**src/rtl/ddr4_interleave_sched.sv**
```systemverilog
// ddr4_interleave_sched: shares the single MIG app command port between a row-major
// write stream and a column-major read stream. Two DDR4 regions form a ping-pong
// buffer so one block can be written while the previous block is read back.
module ddr4_interleave_sched #(
  parameter int unsigned ADDR_WIDTH  = 29,
  parameter int unsigned MATRIX_ROW  = 8,
  parameter int unsigned MATRIX_COL  = 8,
  parameter int unsigned BURST_INC   = 8,
  parameter int unsigned RFIFO_DEPTH = 512
) (
  input  logic                  ui_clk,
  input  logic                  ui_clk_sync_rst,
  input  logic                  init_calib_complete,
  input  logic                  app_rdy,
  input  logic                  app_wdf_rdy,
  input  logic                  app_rd_data_valid,
  input  logic [8:0]            wfifo_rcount,
  input  logic [8:0]            rfifo_wcount,
  output logic [ADDR_WIDTH-1:0] app_addr,
  output logic [2:0]            app_cmd,
  output logic                  app_en,
  output logic                  app_wdf_wren,
  output logic                  app_wdf_end,
  output logic                  rfifo_wren,
  output logic                  blk_wr_done,
  output logic                  blk_rd_done,
  output logic [1:0]            buf_valid
);

  localparam int unsigned N      = MATRIX_ROW * MATRIX_COL;
  localparam int unsigned REGION = N * BURST_INC;
  localparam int unsigned RW     = (MATRIX_ROW > 1) ? $clog2(MATRIX_ROW) : 1;
  localparam int unsigned CW     = (MATRIX_COL > 1) ? $clog2(MATRIX_COL) : 1;
  // Outstanding reads never exceed one block: the next block waits for a drain to 0.
  localparam int unsigned OW     = $clog2(N + 1);

  localparam logic [RW-1:0] RowLast = RW'(MATRIX_ROW - 1);
  localparam logic [CW-1:0] ColLast = CW'(MATRIX_COL - 1);

  localparam logic [0:0] StInit = 1'b0;
  localparam logic [0:0] StRun  = 1'b1;

  // Registered state
  logic [0:0]            state_q, state_d;
  logic [RW-1:0]         wr_r_q, wr_r_d;
  logic [CW-1:0]         wr_c_q, wr_c_d;
  logic                  wsel_q, wsel_d;
  logic [RW-1:0]         rd_r_q, rd_r_d;
  logic [CW-1:0]         rd_c_q, rd_c_d;
  logic                  rsel_q, rsel_d;
  logic                  rd_all_q, rd_all_d;
  logic [OW-1:0]         outstanding_q, outstanding_d;
  logic                  prio_rd_q, prio_rd_d;
  logic [1:0]            buf_valid_q, buf_valid_d;
  logic                  blk_wr_done_q;
  logic                  blk_rd_done_q;
  logic [ADDR_WIDTH-1:0] last_addr_q;

  // Decode / arbitration signals
  logic                  running;
  logic                  wr_elig, rd_elig;
  logic                  wr_grant, rd_grant;
  logic                  wr_last, rd_last;
  logic                  rd_release;
  logic [31:0]           rd_occ;
  logic [31:0]           wr_off, rd_off;
  logic [ADDR_WIDTH-1:0] wr_addr, rd_addr;

  // Command addresses derived from the current counters and region selects.
  always_comb begin
    wr_off = (32'(wr_r_q) * MATRIX_COL + 32'(wr_c_q)) * BURST_INC;
    if (wsel_q) wr_off = wr_off + REGION;
    rd_off = (32'(rd_r_q) * MATRIX_COL + 32'(rd_c_q)) * BURST_INC;
    if (rsel_q) rd_off = rd_off + REGION;
    wr_addr = ADDR_WIDTH'(wr_off);
    rd_addr = ADDR_WIDTH'(rd_off);
  end

  // Eligibility and round-robin arbitration between the two streams.
  always_comb begin
    running  = (state_q == StRun);
    wr_last  = (wr_r_q == RowLast) && (wr_c_q == ColLast);
    rd_last  = (rd_r_q == RowLast) && (rd_c_q == ColLast);
    // Keep room in the read FIFO for everything already requested but not returned.
    rd_occ   = 32'(rfifo_wcount) + 32'(outstanding_q);
    wr_elig  = running && !buf_valid_q[wsel_q] && (wfifo_rcount != 9'd0) &&
               app_rdy && app_wdf_rdy;
    rd_elig  = running && buf_valid_q[rsel_q] && !rd_all_q && app_rdy &&
               (rd_occ < (RFIFO_DEPTH - 2));
    // prio_rd_q is set when the read side lost the previous contested cycle.
    wr_grant = wr_elig && (!rd_elig || !prio_rd_q);
    rd_grant = rd_elig && (!wr_elig || prio_rd_q);
    rd_release = rd_all_q && (outstanding_q == '0);
  end

  // Next-state logic for the FSM, counters, outstanding tracker and buffer flags.
  always_comb begin
    state_d       = state_q;
    wr_r_d        = wr_r_q;
    wr_c_d        = wr_c_q;
    wsel_d        = wsel_q;
    rd_r_d        = rd_r_q;
    rd_c_d        = rd_c_q;
    rsel_d        = rsel_q;
    rd_all_d      = rd_all_q;
    outstanding_d = outstanding_q;
    prio_rd_d     = prio_rd_q;
    buf_valid_d   = buf_valid_q;

    case (state_q)
      StInit:  if (init_calib_complete) state_d = StRun;
      default: if (!init_calib_complete) state_d = StInit;
    endcase

    if (wr_elig && rd_elig) prio_rd_d = wr_grant;

    // Write side walks the block row-major: column first.
    if (wr_grant) begin
      if (wr_last) begin
        wr_r_d              = '0;
        wr_c_d              = '0;
        wsel_d              = !wsel_q;
        buf_valid_d[wsel_q] = 1'b1;
      end else if (wr_c_q == ColLast) begin
        wr_c_d = '0;
        wr_r_d = wr_r_q + 1'b1;
      end else begin
        wr_c_d = wr_c_q + 1'b1;
      end
    end

    // Read side walks the block column-major: row first.
    if (rd_grant) begin
      if (rd_last) begin
        rd_r_d   = '0;
        rd_c_d   = '0;
        rd_all_d = 1'b1;
      end else if (rd_r_q == RowLast) begin
        rd_r_d = '0;
        rd_c_d = rd_c_q + 1'b1;
      end else begin
        rd_r_d = rd_r_q + 1'b1;
      end
    end

    // Issue and return in the same cycle cancel; returns never drive it below 0.
    if (rd_grant && !app_rd_data_valid) begin
      outstanding_d = outstanding_q + 1'b1;
    end else if (!rd_grant && app_rd_data_valid && (outstanding_q != '0)) begin
      outstanding_d = outstanding_q - 1'b1;
    end

    // Release targets rsel while a completing write targets wsel: never the same region.
    if (rd_release) begin
      buf_valid_d[rsel_q] = 1'b0;
      rsel_d              = !rsel_q;
      rd_all_d            = 1'b0;
    end
  end

  // State registers.
  always_ff @(posedge ui_clk or posedge ui_clk_sync_rst) begin
    if (ui_clk_sync_rst) begin
      state_q       <= StInit;
      wr_r_q        <= '0;
      wr_c_q        <= '0;
      wsel_q        <= 1'b0;
      rd_r_q        <= '0;
      rd_c_q        <= '0;
      rsel_q        <= 1'b0;
      rd_all_q      <= 1'b0;
      outstanding_q <= '0;
      prio_rd_q     <= 1'b0;
      buf_valid_q   <= 2'b00;
      blk_wr_done_q <= 1'b0;
      blk_rd_done_q <= 1'b0;
      last_addr_q   <= '0;
    end else begin
      state_q       <= state_d;
      wr_r_q        <= wr_r_d;
      wr_c_q        <= wr_c_d;
      wsel_q        <= wsel_d;
      rd_r_q        <= rd_r_d;
      rd_c_q        <= rd_c_d;
      rsel_q        <= rsel_d;
      rd_all_q      <= rd_all_d;
      outstanding_q <= outstanding_d;
      prio_rd_q     <= prio_rd_d;
      buf_valid_q   <= buf_valid_d;
      blk_wr_done_q <= wr_grant && wr_last;
      blk_rd_done_q <= rd_release;
      last_addr_q   <= app_addr;
    end
  end

  // Strobes are accepted in the cycle they are driven; address holds when idle.
  always_comb begin
    app_en       = wr_grant || rd_grant;
    app_cmd      = rd_grant ? 3'b001 : 3'b000;
    app_wdf_wren = wr_grant;
    app_wdf_end  = wr_grant;
    if (wr_grant)      app_addr = wr_addr;
    else if (rd_grant) app_addr = rd_addr;
    else               app_addr = last_addr_q;
    rfifo_wren   = app_rd_data_valid;
    blk_wr_done  = blk_wr_done_q;
    blk_rd_done  = blk_rd_done_q;
    buf_valid    = buf_valid_q;
  end

endmodule

```
**config.mk**
```make
export PLATFORM = sky130hd
export DESIGN_NAME = ddr4_interleave_sched
export DESIGN_NICKNAME = d
export VERILOG_FILES = /design/src/rtl/ddr4_interleave_sched.sv
export SDC_FILE = /design/constraint.sdc
export NUM_CORES = 1
export LEC_CHECK = 0
export ABC_CLOCK_PERIOD_IN_PS = 6700
export BUFFER_PORTS_ARGS = -buffer_cell sky130_fd_sc_hd__buf_4
export CORE_MARGIN = 8
export CORE_UTILIZATION = 35
export DETAILED_ROUTE_END_ITERATION = 6
export PLACE_DENSITY = 0.52
export SLEW_MARGIN = 25
export SYNTH_ARGS = -nofsm -noshare
export SYNTH_HDL_FRONTEND = slang
export SYNTH_SLANG_ARGS = --single-unit
```
**constraint.sdc**
```tcl
create_clock -name ui_clk -period 6.7 [get_ports ui_clk]
set_clock_uncertainty 0.1 [all_clocks]
set_input_delay 0.335 -clock ui_clk [delete_from_list [all_inputs] [get_ports ui_clk]]
set_output_delay 0.335 -clock ui_clk [all_outputs]
set_load 0.005 [all_outputs]
```
==> results of run 1 <==
==> layout make-up <==
class / count / area, um^2
well taps: 108 / 135
repair buffers: 64 / 483
inverters: 10 / 37.5
clock buffers: 12 / 165
clock inverters: 4 / 97.6
fillers: 820 / 4750
multi-input cells: 193 / 1490
flip-flops and latches: 57 / 1430
==> state kept, by name, summed over array words and instances (netlist names) <==
register,count
last_addr_q,29
outstanding_q,7
rd_c_q,3
rd_r_q,3
wr_c_q,3
wr_r_q,3
buf_valid,2
blk_rd_done,1
blk_wr_done,1
prio_rd_q,1
rd_all_q,1
rsel_q,1
running,1
wsel_q,1
==> worst paths after layout <==
path                                              start  slack [ns]  cells after the start                            to
setup / recovery           outstanding_q[0]$_DFFE_PP0P_        2.33                     15  outstanding_q[6]$_DFFE_PP0P_
hold / removal                          ui_clk_sync_rst        0.11                      3     last_addr_q[19]$_DFF_PP0_
setup reg to reg           outstanding_q[0]$_DFFE_PP0P_        2.33                     15  outstanding_q[6]$_DFFE_PP0P_
hold reg to reg               last_addr_q[25]$_DFF_PP0_        0.41                      1     last_addr_q[25]$_DFF_PP0_
max in group asynchronous               ui_clk_sync_rst        5.92                      3         rd_r_q[1]$_DFFE_PP0P_
min in group ui_clk                   app_rd_data_valid        0.28                      3  outstanding_q[5]$_DFFE_PP0P_
==> cells by family after synthesis <==
| family | after synthesis | synth area share |
|---|---|---|
| muxes | 20 | 0.0759 |
| and+or+nand+nor | 85 | 0.157 |
| other | 1 | 0.00122 |
| AOI/OAI and AO/OA | 54 | 0.130 |
| DFF | 57 | 0.465 |
| xor gates and xnor gates | 11 | 0.0314 |
| adders and majority gates | 21 | 0.0906 |
| buffers and inverters | 27 | 0.0490 |
==> layout by cell type, fill, tap and decap left out, types with 4 or more instances in the layout <==
cell type and count:
clkbuf_8 12, xor2_1 6, mux2i_1 6, inv_1 9
nor2_1 8, a21o_1 4, nand3_1 4, nor2b_1 6
mux2_2 10, a221o_1 5, mux2_4 4, ha_1 19
and3_1 24, buf_4 63, o22ai_1 4, nand2_1 13
xnor2_1 5, o21ai_0 8, a21oi_1 11, dfrtp_1 57
nand4_1 5, and2_1 8
==> stage by stage <==
step / instance area [um^2] / cells
final: 3840 / 448
after global routing: 3840 / 448
after CTS: 3830 / 447
after detailed placement: 3570 / 431
after global placement: 3570 / 431
after floorplan: 3070 / 277
==> Yosys cell counts, types with 4 or more instances <==
cell type and instances:
buf_4 6, nor2b_1 6, inv_1 10, a221o_1 5
nor2_1 8, mux2_2 10, xnor2_1 5, and2_1 8
mux2_4 4, xor2_1 6, and3_1 24, mux2i_1 6
nand3_1 4, o22ai_1 4, nand4_1 5, ha_1 19
clkbuf_1 5, o21ai_0 9, a21o_1 4, nand2_1 13
dfrtp_1 57, a21oi_1 11
==> worst max-delay path, cell delays in order, from the launching register on <==
cell and delay [ns]:
dfrtp_1 0.47, and2_1 0.19, fa_1 0.39, a21o_1 0.17, a21oi_1 0.24, mux2i_1 0.13, and4_4 0.21, or3_1 0.54
fa_1 0.47, a21o_1 0.19, a21oi_1 0.24, o21bai_1 0.11, a21oi_1 0.27, nand2_1 0.09, o22a_1 0.18, mux2_4 0.25
==> per-layer routing <==
| metal | share of wire | wire length (um) |
|---|---|---|
| met5 | 0 | 0 |
| met4 | 0.016 | 111 |
| met3 | 0.076 | 536 |
| met1 | 0.47 | 3320 |
| met2 | 0.44 | 3090 |
==> power groups by stage <==
stage | Combinational [W] | Clock (W) | Sequential [W]
final | 0.000447 | 0.000416 | 0.000453
after global routing | 0.000503 | 0.000444 | 0.000463
after detailed placement | 0.000443 | 0 | 0.000460
after floorplan | 0.000355 | 0 | 0.000440
after CTS | 0.000448 | 0.000427 | 0.000453
after global placement | 0.000441 | 0 | 0.000459
==> impl_metrics.yaml, run 1 <==
outcome:
  status: "completed"
place:
  place_congestion: 0.826
  post-place-ws_ns: 2.38
  hpwl_mm: 5.10
  io_buffers: 61
floorplanning:
  dieArea_um2: 12000
  core_um2: 8590
  fp.dieW_um: 110
  io_pins: 64
  die_h_um: 110
  rows: 34
  start_util: 0.357
timing:
  setup_viol: 0
  fin_setup_tns_ns: 0
  hold_ws_ns: 0.112
  setup_slack_ns: 2.33
  worstMarginPinSlew_ns: 0.840
  min_period_ns: 4.37
  period_share: 0.652
  drv_slew: 0
  rsz0062_at_grt: "no"
  hold_viol: 0
  fmax_mhz: 229
  maxSlewHeadroom: 0.439
yosys:
  synth.yosys.warnings: 0
  ys_async_sr_fraction: 1.00
  syn_area_per_cell_um2: 11.1
  synthCells: 276
  synthFlopType: "dfrtp_1"
  ys_top_cells_by_area: "dfrtp_1, ha_1, and3_1"
  synth_edf_count: 0
  synth_top_area_frac: 0.465
  yosysTopAreaCell: "dfrtp_1"
  ys_types: 51
  seq_area_frac_synth: 0.465
  ys_ff_latch: 57
  syn_area_um2: 3070
clocking:
  cts-resized-gates: 0
  root_buffer: "clkbuf_8"
  numCtsBuffers: 9
  cts_tree: "built"
  cts_buffer_depth: 2
  holdBufCountCts: 0
  htreeDepth: 3
  cts.sinks: 57
  path_clk_slew_ns: 0.07
  clk_latency_ns: 0.34
  post_cts_buffers: 0
grt:
  use_met3: 0.0311
  grt_usage: 0.122
  grt_util_met2: 0.177
  grt_max_degree: 58
  busiest_layer: "met2"
  antenna_found_initial: 0
  grt_pass1_wl_mm: 11.5
  overflow: 0
  grt_pass1_vias: 2267
  met1_usage: 0.168
power:
  finalPower_w: 0.00132
  power_frac_comb: 0.340
  swShare: 0.319
  leakage_nw: 2.00
  seqPwrFrac: 0.344
  ir_drop_uv: 137
  p_switching_w: 0.000419
  p_per_area_nw_per_um2: 343
  pwr-share-clk: 0.316
  p_int_w: 0.000896
critical_path:
  worstPathRequired_ns: 6.82
  critical_path_peak_fanout: 10
  cp-end-kind: "flop"
  start_kind: "flop"
  arrival_ns: 4.48
  worstSetupPathType: "flop to flop"
detailed_routing:
  drc: 0
  drt_wl_total_mm: 7.06
  routedWlPerCell_um: 15.8
  viasPerCell: 5.03
  drtPass1Iterations: 4
  vias: 2252
  postRouteAntennaNets: 0
  drt_iter0_markers: 99
finish:
  syn2layout_area_growth_pct: 25.2
  fin_util: 0.447
  drive_gt1_frac: 0.297
  nets: 380
  insertedDiodeCount: 0
run:
  maxCapViolCount: 0
worst_hold_path:
  hp-class: "primary input to async pin"
Power figures use the tool's default switching activity.
==> inputs of run 2 (changes only) <==
--- a/config.mk
+++ b/config.mk
@@ -5,7 +5,7 @@
 export SDC_FILE = /design/constraint.sdc
 export NUM_CORES = 1
 export LEC_CHECK = 0
-export ABC_CLOCK_PERIOD_IN_PS = 6700
+export ABC_CLOCK_PERIOD_IN_PS = 4110
 export BUFFER_PORTS_ARGS = -buffer_cell sky130_fd_sc_hd__buf_4
 export CORE_MARGIN = 8
 export CORE_UTILIZATION = 35
==> constraint.sdc (replaced) <==
create_clock -name ui_clk -period 4.11 [get_ports ui_clk]
set_clock_uncertainty 0.1 [all_clocks]
set_input_delay 0.2055 -clock ui_clk [delete_from_list [all_inputs] [get_ports ui_clk]]
set_output_delay 0.2055 -clock ui_clk [all_outputs]
set_load 0.005 [all_outputs]
==> run 2 against run 1 <==
  * Non-clock buffer count rose by 7
  * Die area did not move
  * Fmax rose by 8.8%
  * Routed wire length rose by 0.62%
  * Critical path type unchanged
  * Register-to-register slack got worse by 2.2 ns
  * Global-route usage rose by 0.18 points
  * Sequential power rose by 60%
  * Combinational power rose by 72%
  * Final area rose by 0.52%
  * Clock power rose by 39%
==> impl_metrics.yaml, run 2 (synthesized netlist as in run 1, its figures left out) <==
outcome:
  status: "completed"
timing:
  hold_viol: 0
  setup_viol: 0
  min_period_ns: 4.01
  drv_slew: 0
  fin_setup_tns_ns: 0
  maxSlewHeadroom: 0.538
  hold_ws_ns: 0.151
  worstMarginPinSlew_ns: 0.692
  period_share: 0.976
  fmax_mhz: 249
critical_path:
  reg2reg_from: "outstanding_q[0]$_DFFE_PP0P_"
  arrival_ns: 4.13
  critical_path_peak_fanout: 4
  worstSetupPathType: "flop to flop"
  r2r_cells: 15
  worstPathRequired_ns: 4.23
  start_kind: "flop"
  cp-end-kind: "flop"
  startpoint: "outstanding_q[0]$_DFFE_PP0P_"
detailed_routing:
  drtPass1Iterations: 4
  drt_wl_total_mm: 7.10
  drt_iter0_markers: 66
  routedWlPerCell_um: 15.6
  vias: 2283
  drc: 0
  postRouteAntennaNets: 0
  viasPerCell: 5.02
clocking:
  root_buffer: "clkbuf_8"
  path_clk_slew_ns: 0.07
  cts_tree: "built"
  cts.sinks: 57
  cts_buffer_depth: 2
  clk_latency_ns: 0.33
  htreeDepth: 3
  numCtsBuffers: 9
floorplanning:
  rows: 34
  fp.dieW_um: 110
  core_um2: 8590
  io_pins: 64
  die_h_um: 110
  start_util: 0.357
  dieArea_um2: 12000
worst_hold_path:
  hp-class: "primary input to flop"
  min_path_cells: 3
  hp-start: "app_rd_data_valid"
finish:
  seqCellArea_um2: 1430
  syn2layout_area_growth_pct: 25.8
  fillerInstances: 824
  final_common_cell: "buf_4"
  fin_util: 0.449
  stdcell_count: 455
  multi_input_area_um2: 1500
  drive_gt1_frac: 0.311
  nets: 387
  top_regs: "last_addr_q x29, outstanding_q x7"
  largest_reg_flops: 29
  top_register: "last_addr_q"
  insertedDiodeCount: 0
  final_cell_mix: "buf_4, dfrtp_1, and3_1"
grt:
  antenna_found_initial: 0
  grt_usage: 0.124
  grt_max_degree: 46
  grt_pass1_wl_mm: 11.6
  overflow: 0
  grt_pass1_vias: 2313
power:
  leakage_nw: 2.02
  ir_drop_uv: 188
  power_frac_comb: 0.371
  seqPwrFrac: 0.349
  p_int_w: 0.00139
  swShare: 0.331
  p_switching_w: 0.000686
  p_per_area_nw_per_um2: 538
  pwr-share-clk: 0.280
place:
  placed_cells: 437
  hpwl_mm: 5.28
  io_buffers: 61
  place_congestion: 0.847
run:
  maxCapViolCount: 0
[run 2: cell types whose count changed in the layout (fill, tap and decap cells not counted), sizes merged]
cell and change:
buf +6, clkinvlp -1, clkinv +3, bufinv -1, clkbuf -1, dlygate4sd3 +1
[run 2: final cells by class]
type / count / share of cell area
tap: 108 / 0.0350
inverter: 10 / 0.00973
clock inverter: 5 / 0.0204
multi-input combinational: 193 / 0.389
timing repair buffer: 71 / 0.139
sequential: 57 / 0.370
clock buffer: 11 / 0.0366
[run 2: critical path: stages, from the launching register on]
cell	delay [ns]
dfrtp_1	0.37
and2_1	0.14
fa_1	0.39
a21o_1	0.17
a21oi_1	0.26
mux2i_1	0.14
and4_4	0.21
or3_1	0.42
fa_1	0.43
a21o_1	0.19
a21oi_1	0.21
o21bai_1	0.12
a21oi_2	0.23
nand2_1	0.08
o22a_1	0.18
mux2_4	0.25
[run 2: metal layers]
metal	wire length, um	vias to the layer above	part of all wire	GRT usage
li1	-	1131	-	-
met1	3190	1083	0.45	0.160
met2	3330	60	0.47	0.191
met3	460	9	0.065	0.0275
met4	118	0	0.017	0.0636
met5	0	-	0	0
[run 2: worst paths after layout]
check / to / slack (ns)
worst min register to register: last_addr_q[20]$_DFF_PP0_ / 0.40
worst min-delay path: outstanding_q[4]$_DFFE_PP0P_ / 0.15
min in group asynchronous: last_addr_q[28]$_DFF_PP0_ / 0.28
worst max-delay path: outstanding_q[6]$_DFFE_PP0P_ / 0.1
max in group asynchronous: rd_r_q[2]$_DFFE_PP0P_ / 2.77
worst max register to register: outstanding_q[6]$_DFFE_PP0P_ / 0.1
[run 2: power groups by stage]
| stage | Combinational, W | Sequential (W) | Clock (W) |
|---|---|---|---|
| final | 0.000770 | 0.000724 | 0.000580 |
| after global routing | 0.000864 | 0.000738 | 0.000628 |
| after CTS | 0.000762 | 0.000725 | 0.000603 |
| after detailed placement | 0.000757 | 0.000735 | 0 |
| after global placement | 0.000754 | 0.000735 | 0 |
| after floorplan | 0.000579 | 0.000718 | 0 |
[run 2: repair_timing]
action                                  in CTS  in global routing
resized for setup                            0                  2
hold buffers                                 2                  0
buffers inserted                             0                  0
endpoints found under the hold margin       13                  0
endpoints found under the setup margin       0                  1
[run 2: per-stage QoR]
stage	total power [W]	instance area (um^2)	setup WS (ns)
final	0.00207	3860	0.0979
after global routing	0.00223	3860	-0.0154
after CTS	0.00209	3850	0.0663
after detailed placement	0.00149	3610	0.0884
after global placement	0.00149	3610	0.147
after floorplan	0.00130	3070	0.126
